==> src/rtl/riscv_pkg.sv <==
// Shared RISC-V decode constants: opcodes, bubble instruction, datapath width
// and immediate-format classification used by the ID stage.
package riscv_pkg;

    localparam int XLEN  = 32;
    localparam int NREGS = 32;

    localparam logic [31:0] NOP_INSN = 32'h00000013;

    localparam logic [6:0] OP_IMM = 7'b0010011;
    localparam logic [6:0] LOAD   = 7'b0000011;
    localparam logic [6:0] JALR   = 7'b1100111;
    localparam logic [6:0] STORE  = 7'b0100011;
    localparam logic [6:0] BRANCH = 7'b1100011;
    localparam logic [6:0] LUI    = 7'b0110111;
    localparam logic [6:0] AUIPC  = 7'b0010111;
    localparam logic [6:0] JAL    = 7'b1101111;
    localparam logic [6:0] OP     = 7'b0110011;

    typedef enum logic [2:0] {
        IMM_NONE,
        IMM_I,
        IMM_S,
        IMM_B,
        IMM_U,
        IMM_J
    } imm_type_e;

    function automatic imm_type_e imm_type_of(input logic [6:0] opcode);
        case (opcode)
            OP_IMM, LOAD, JALR: return IMM_I;
            STORE:              return IMM_S;
            BRANCH:             return IMM_B;
            LUI, AUIPC:         return IMM_U;
            JAL:                return IMM_J;
            default:            return IMM_NONE;
        endcase
    endfunction

endpackage

==> src/rtl/id_cycle_reg_file.sv <==
// 32 x XLEN integer register file: two read ports, one write port, x0 tied
// to zero, and write-through so a same-cycle WB value is visible to readers.
import riscv_pkg::*;

module reg_file (
    input  logic            clk,
    input  logic            rst,
    input  logic [4:0]      rs1,
    input  logic [4:0]      rs2,
    output logic [XLEN-1:0] rdata1,
    output logic [XLEN-1:0] rdata2,
    input  logic            we,
    input  logic [4:0]      waddr,
    input  logic [XLEN-1:0] wdata
);

    logic [XLEN-1:0] regs [1:NREGS-1];
    logic            wr_en;

    assign wr_en = we && (waddr != 5'd0);

    always_ff @(posedge clk or posedge rst) begin
        if (rst) begin
            for (int i = 1; i < NREGS; i++) begin
                regs[i] <= '0;
            end
        end else if (wr_en) begin
            regs[waddr] <= wdata;
        end
    end

    // Bypass lets the ID stage see a value that WB commits on this same edge.
    always_comb begin
        rdata1 = '0;
        rdata2 = '0;
        if (rs1 != 5'd0) begin
            rdata1 = (wr_en && waddr == rs1) ? wdata : regs[rs1];
        end
        if (rs2 != 5'd0) begin
            rdata2 = (wr_en && waddr == rs2) ? wdata : regs[rs2];
        end
    end

endmodule

==> src/rtl/id_cycle.sv <==
// RISC-V ID stage: register read, immediate generation, ID/EX register.
// Load-use stall detection is built only when ID_HAZARD_DETECT_EN is defined.
import riscv_pkg::*;

module id_cycle (
    input  logic            clk,
    input  logic            rst,
    input  logic [XLEN-1:0] NPC,
    input  logic [31:0]     IR,
    input  logic            EX_MEM_Cond,
    input  logic            WB_RegWrite,
    input  logic [4:0]      WB_rd,
    input  logic [XLEN-1:0] WB_data,
    output logic            stall,
    output logic [XLEN-1:0] ID_EX_NPC,
    output logic [31:0]     ID_EX_IR,
    output logic [XLEN-1:0] ID_EX_A,
    output logic [XLEN-1:0] ID_EX_B,
    output logic [XLEN-1:0] ID_EX_Imm,
    output logic            ID_EX_MemRead,
    output logic [4:0]      ID_EX_rd
);

    logic [6:0]      opcode;
    logic [4:0]      rs1;
    logic [4:0]      rs2;
    logic [XLEN-1:0] rdata1;
    logic [XLEN-1:0] rdata2;
    logic [XLEN-1:0] imm;
    logic            bubble;

    assign opcode = IR[6:0];
    assign rs1    = IR[19:15];
    assign rs2    = IR[24:20];

    reg_file u_reg_file (
        .clk    (clk),
        .rst    (rst),
        .rs1    (rs1),
        .rs2    (rs2),
        .rdata1 (rdata1),
        .rdata2 (rdata2),
        .we     (WB_RegWrite),
        .waddr  (WB_rd),
        .wdata  (WB_data)
    );

    always_comb begin
        imm = '0;
        case (imm_type_of(opcode))
            IMM_I:   imm = {{20{IR[31]}}, IR[31:20]};
            IMM_S:   imm = {{20{IR[31]}}, IR[31:25], IR[11:7]};
            IMM_B:   imm = {{19{IR[31]}}, IR[31], IR[7], IR[30:25], IR[11:8], 1'b0};
            IMM_U:   imm = {IR[31:12], 12'b0};
            IMM_J:   imm = {{11{IR[31]}}, IR[31], IR[19:12], IR[20], IR[30:21], 1'b0};
            default: imm = '0;
        endcase
    end

`ifdef ID_HAZARD_DETECT_EN
    logic uses_rs2;
    logic hazard;

    assign uses_rs2 = (opcode == OP) || (opcode == STORE) || (opcode == BRANCH);
    assign hazard   = ID_EX_MemRead && (ID_EX_rd != 5'd0) &&
                      ((ID_EX_rd == rs1) || (uses_rs2 && ID_EX_rd == rs2));
    // A flush kills the dependent instruction anyway, so never hold IF for it.
    assign stall    = hazard && !EX_MEM_Cond;
`else
    assign stall    = 1'b0;
`endif

    assign bubble = EX_MEM_Cond || stall;

    always_ff @(posedge clk or posedge rst) begin
        if (rst) begin
            ID_EX_NPC     <= '0;
            ID_EX_IR      <= NOP_INSN;
            ID_EX_A       <= '0;
            ID_EX_B       <= '0;
            ID_EX_Imm     <= '0;
            ID_EX_MemRead <= 1'b0;
            ID_EX_rd      <= 5'd0;
        end else if (bubble) begin
            ID_EX_NPC     <= '0;
            ID_EX_IR      <= NOP_INSN;
            ID_EX_A       <= '0;
            ID_EX_B       <= '0;
            ID_EX_Imm     <= '0;
            ID_EX_MemRead <= 1'b0;
            ID_EX_rd      <= 5'd0;
        end else begin
            ID_EX_NPC     <= NPC;
            ID_EX_IR      <= IR;
            ID_EX_A       <= rdata1;
            ID_EX_B       <= rdata2;
            ID_EX_Imm     <= imm;
            ID_EX_MemRead <= (opcode == LOAD);
            ID_EX_rd      <= IR[11:7];
        end
    end

endmodule
==> config.mk <==
export PLATFORM = sky130hd
export DESIGN_NAME = id_cycle
export DESIGN_NICKNAME = d
export VERILOG_FILES = /design/src/rtl/riscv_pkg.sv /design/src/rtl/id_cycle_reg_file.sv /design/src/rtl/id_cycle.sv
export SDC_FILE = /design/constraint.sdc
export NUM_CORES = 2
export LEC_CHECK = 0
export BUFFER_PORTS_ARGS = -buffer_cell sky130_fd_sc_hd__buf_2
export CAP_MARGIN = 20
export CORE_UTILIZATION = 60
export CTS_CLUSTER_DIAMETER = 200
export CTS_CLUSTER_SIZE = 25
export DETAILED_ROUTE_END_ITERATION = 7
export GPL_ROUTABILITY_DRIVEN = 0
export PLACE_DENSITY_LB_ADDON = 0.3
export SETUP_SLACK_MARGIN = 0.02
export SYNTH_ARGS = -nofsm -noshare
export SYNTH_HDL_FRONTEND = slang
export SYNTH_SLANG_ARGS = --single-unit
==> constraint.sdc <==
create_clock -name clk -period 42.7 [get_ports clk]
set_clock_uncertainty 0.1 [all_clocks]
set_input_delay 4.27 -clock clk [delete_from_list [all_inputs] [get_ports clk]]
set_output_delay 4.27 -clock clk [all_outputs]
set_load 0.02 [all_outputs]
Yosys cells after proc, flatten, opt, wreduce, memory -nomap -nowiden
Cells that the tools add are included.
{"block": "totals", "elab_cells": 91, "ff_bits": 1158, "output_inout_bits": 167}
{"block": "classes", "n_reduce_logical": 9, "mux": 22, "order_cmp": 4, "eq_ne": 15, "bitwise": 3}
{"op": "$bwmux W992", "count": 1}
{"op": "$mux W32", "count": 14}
{"op": "$bmux W32 S5", "count": 2}
{"op": "$demux W32 S5", "count": 1}
{"op": "$pmux W32 S5", "count": 1}
{"op": "$eq A7 B7 Y1 const B", "count": 3}
{"op": "$ge A6 B6 Y1 const B", "count": 3}
{"op": "$not A5 Y6", "count": 3}
{"op": "$pmux W3 S5", "count": 1}
{"op": "$reduce_bool A5 Y1", "count": 3}
{"op": "$eq A7 B5 Y1 const B", "count": 2}
{"op": "$eq A7 B6 Y1 const B", "count": 2}
{"op": "$eq A5 B5 Y1", "count": 2}
{"op": "$eq A7 B2 Y1 const B", "count": 1}
{"op": "$eq A3 B2 Y1 const B", "count": 2}
{"op": "$eq A3 B3 Y1 const B", "count": 2}
{"op": "$lt A6 B1 Y1 const B", "count": 1}
{"op": "$mux W5", "count": 1}
{"op": "$logic_and A1 B1 Y1", "count": 4}
{"op": "$eq A3 B1 Y1 const B", "count": 1}
{"op": "$reduce_or A3 Y1", "count": 1}
{"op": "$reduce_or A2 Y1", "count": 1}
{"op": "$mux W1", "count": 1}

Longest topological paths before layout
{"block": "logic_depth", "word_depth": 7, "ltp_mapped": 9, "ltp_nobuf": 5}

Cells and area by module
From an unflattened synthesis, not the netlist that was laid out.
{"block": "hier_totals", "hier_cells": 4057, "area_unflattened_um2": 58916.5}
{"module": "reg_file", "instances": 1, "cells_each": 3644, "area_each_um2": 53347.4, "seq_area_each_um2": 24823.8}
{"module": "id_cycle", "instances": 1, "cells_each": 413, "area_each_um2": 5569.1, "seq_area_each_um2": 4032.6}

Worst setup path before layout
OpenSTA, ideal clock, no wires.
{"block": "synth_timing", "path_kind": "input port to flip-flop", "start": "input IR[15]", "end": "register ID_EX_A[21]", "setup_ps": 124, "arrival_ps": 5890, "path_buffers": 3, "cell_stages": 7, "slack_ps": 36586, "required_ps": 42476, "cell_sequence": "buf_6 -> buf_6 -> buf_2 -> mux4_2 -> mux4_2 -> a211oi_1 -> nor2_1"}
{"block": "synth_between", "elab_chain_len": 7, "elab_cells_between_ends": 10, "cone_classes": "eq/ne: 1; mux: 6; bitwise: 1; reduce/logical: 2"}
{"item": "from (decl)", "line": "id_cycle.sv:9", "source": "input logic [31:0] IR,"}
{"item": "$not A5 Y6 (implied by the code)", "line": "id_cycle_reg_file.sv:37", "source": "rdata1 = (wr_en && waddr == rs1) ? wdata : regs[rs1];"}
{"item": "$bmux W32 S5", "line": "id_cycle_reg_file.sv:37"}
{"item": "$mux W32 (implied by the code) (2 in a row)", "line": "id_cycle_reg_file.sv:37"}
{"item": "$mux W32", "line": "id_cycle_reg_file.sv:37"}
{"item": "$mux W32 (*)", "line": "id_cycle_reg_file.sv:36", "source": "if (rs1 != 5'd0) begin"}
{"item": "$mux W32 (*)", "line": "id_cycle.sv:84", "source": "end else if (bubble) begin"}
{"item": "to (signal assigned)", "line": "id_cycle.sv:95", "source": "ID_EX_A <= rdata1;"}
{"item": "to (decl)", "line": "id_cycle.sv:17", "source": "output logic [XLEN-1:0] ID_EX_A,"}
Mark *: on every way between the ends. The rest lies on a longest branch, timed or not. The select of a mux whose other input is x is not followed.
A chain may end at the register's enable or synchronous reset.

Worst setup path after layout
{"block": "layout_timing", "start": "input IR[20]", "end": "register ID_EX_B[13]"}
{"block": "layout_between", "elab_chain_len": 7, "elab_cells_between_ends": 10, "cone_classes": "eq/ne: 1; mux: 6; bitwise: 1; reduce/logical: 2"}
{"item": "$not A5 Y6 (implied by the code)", "line": "id_cycle_reg_file.sv:40", "source": "rdata2 = (wr_en && waddr == rs2) ? wdata : regs[rs2];"}
{"item": "$bmux W32 S5", "line": "id_cycle_reg_file.sv:40"}
{"item": "$mux W32 (implied by the code) (2 in a row)", "line": "id_cycle_reg_file.sv:40"}
{"item": "$mux W32", "line": "id_cycle_reg_file.sv:40"}
{"item": "$mux W32 (*)", "line": "id_cycle_reg_file.sv:39", "source": "if (rs2 != 5'd0) begin"}
{"item": "$mux W32 (*)", "line": "id_cycle.sv:84"}
{"item": "to (signal assigned)", "line": "id_cycle.sv:96", "source": "ID_EX_B <= rdata2;"}
{"item": "to (decl)", "line": "id_cycle.sv:18", "source": "output logic [XLEN-1:0] ID_EX_B,"}
Marked as above.

==> impl_metrics.ini <==
[outcome]
status = finished clean

[yosys]
synth.distinct_cells = 72
ys_seq_area_frac = 0.488
synthTopCellsByArea = dfrtp_1 (49%), mux2_2 (19%), mux4_2 (15%), mux2i_1 (2.8%), mux2_1 (1.5%)
synth_top_area_cell = dfrtp_1
yosys_most_used_dff = dfrtp_1
synth_nets = 4207
avgSynthCellArea_um2 = 14.4
synth_top_area_share = 0.487
synth_edf_count = 0
synthArstFlopShare = 1.00
syn_area_um2 = 59100
ys_seq_elements = 1153
ys_warn_count = 0
synthCells = 4102

[timing]
drv_slew = 0
rsz0062_at_grt = false
tns_ps = 0
hold_viol_final = 0
min_period_ps = 8160
max_freq_ghz = 0.122
worst_slew_pin_slew_ps = 1230
fin_crit_sh = 0.191
setup_slack_ps = 34540
maxSlewHeadroom = 0.180
setup_violations = 0

[critical_path]
critPathCaptureType = flip-flop
cp-start-kind = input pin
arrival_ps = 8570
crit_required_ps = 43100
path_class = input pin to flip-flop
r2r_slack_ps = 40420
worst-path-max-fanout = 69

[cts]
post-cts-setup-buffer-count = 0
clk_latency_ps = 680
root_buffer = clkbuf_16
cts_made_buffers = 52
htree_levels = 2
clk_path_buf_depth = 3
cts_tree = done
clk_pin_slew_ps = 100
cts_resized = 0
hold_buffers = 0
cts_num_sinks = 1153

[drt]
routed_wl_um = 192000
vias = 40351
drtIter0Drc = 5544
antenna_left = 0
firstDrtPassIters = 5
viasPerCell = 7.48
wl_per_cell_um = 35.6
drc_errors = 0

[pwr]
power_leakage_nw = 27.5
cellPowerDensity_nw_per_um2 = 41.7
vdd_drop_max_mv = 0.0391

[grt]
grt_usage = 0.388
grt_max_degree = 166
grt_pass1_vias = 39698
grt_pass1_wl_um = 279000
antenna_found_initial = 28
grt_overflow = 0

[place]
portBuffers = 270
dp_hpwl_um = 111000
post-place-ws_ps = 33820

[final_layout]
nFillCells = 7051
fin_nets = 4208
final_common_cell = dfrtp_1
drive_gt1_frac = 0.452
final_cell_mix = dfrtp_1 (1150), mux2_2 (974), mux4_2 (395)
area_growth_pct = 5.77

[hold_path]
hold_class = flip-flop to flip-flop

[floorplanning]
core_um2 = 97100
die_h_um = 316
io_pins = 272
die_x_um = 316
core.rowCount = 114
initial_core_util = 0.608
dieArea_um2 = 99700

[job]
maxCapViolCount = 0
[flip-flops by register name (all words and copies together) (netlist names)]
signal	cells
ID_EX_B	32
u_reg_file.regs	992
ID_EX_rd	4
ID_EX_MemRead	1
ID_EX_NPC	32
ID_EX_Imm	32
ID_EX_A	32
ID_EX_IR	28
[kinds of logic (layout without fill, tap and decap cells)]
| group | Yosys count | after routing | synth area share |
|---|---|---|---|
| AOI/OAI and AO/OA | 528 | 528 | 0.0635 |
| xor gates and xnor gates | 10 | 10 | 0.00148 |
| buffers and inverters | 442 | 451 | 0.0367 |
| DFF | 1153 | 1153 | 0.488 |
| muxes | 1612 | 1612 | 0.379 |
| other | 1 | 12 | 0.0000635 |
| and+or+nand+nor | 356 | 356 | 0.0307 |
[stage by stage]
step	cells	utilization	hold slack [ps]	instance area (um^2)	power, mW
final	5398	0.643	417	62500	2.60
after global routing	5393	0.643	436	62500	2.70
after CTS	5384	0.642	417	62400	2.59
after floorplan	4102	-	370	59100	1.86
after global placement	5320	0.628	380	61000	2.00
after detailed placement	5322	0.628	395	61000	2.03
[worst max-delay path, cell delays in order]
cell and delay (ps):
buf_8 590, buf_4 790, buf_4 770, buf_4 760, mux4_2 580, and2_1 170
o311ai_1 340, a41oi_1 150
[final cells by class]
| type | count | area, um^2 | share of cell area |
|---|---|---|---|
| antenna | 11 | 27.5 | 0.000441 |
| clock buffer | 61 | 1360 | 0.0217 |
| clock inverter | 1 | 30.0 | 0.000481 |
| inverter | 11 | 50.0 | 0.000801 |
| multi-input combinational | 2507 | 28300 | 0.452 |
| sequential | 1153 | 28900 | 0.462 |
| tap | 1276 | 1600 | 0.0256 |
| timing repair buffer | 378 | 2300 | 0.0369 |
[final timing paths]
check,startpoint,to,cells after the start
setup / recovery,IR[20],ID_EX_B[13],8
hold / removal,u_reg_file.regs[119],u_reg_file.regs[119],1
setup reg to reg,u_reg_file.regs[391],ID_EX_A[7],4
hold reg to reg,u_reg_file.regs[119],u_reg_file.regs[119],1
max in group asynchronous,rst,u_reg_file.regs[903],5
min in group asynchronous,rst,ID_EX_NPC[21],2
[cell usage after synthesis (all sizes together), types with 8 or more instances]
cell type,instances
a211oi,37
nand2,96
mux2,1053
o22ai,47
xnor2,10
o21ai,77
mux2i,164
a21boi,8
and2,30
mux4,395
o22a,10
nand3,18
o211ai,9
a22oi,55
a22o,43
nor2,74
o311ai,16
dfrtp,1150
o221ai,24
inv,10
a221o,11
nor3,13
a221oi,37
clkbuf,185
a21oi,85
nand2b,14
buf,246
a31oi,15
nor2b,68
a32oi,8
[layer usage]
layer | wire, um | part of all wire | track usage | vias to the layer above
li1 | - | - | - | 15590
met1 | 71600 | 0.37 | 0.538 | 21292
met2 | 83300 | 0.43 | 0.558 | 2880
met3 | 26900 | 0.14 | 0.129 | 563
met4 | 10400 | 0.054 | 0.181 | 26
met5 | 161 | 0.00084 | 0 | -
[power breakdown]
part	switching [mW]	internal (mW)	leakage, nW
Sequential	0.146	1.28	14.8
Combinational	0.258	0.336	12.0
Clock	0.354	0.227	0.674
Total	0.759	1.85	27.5
(Power assumes the default switching activity.)
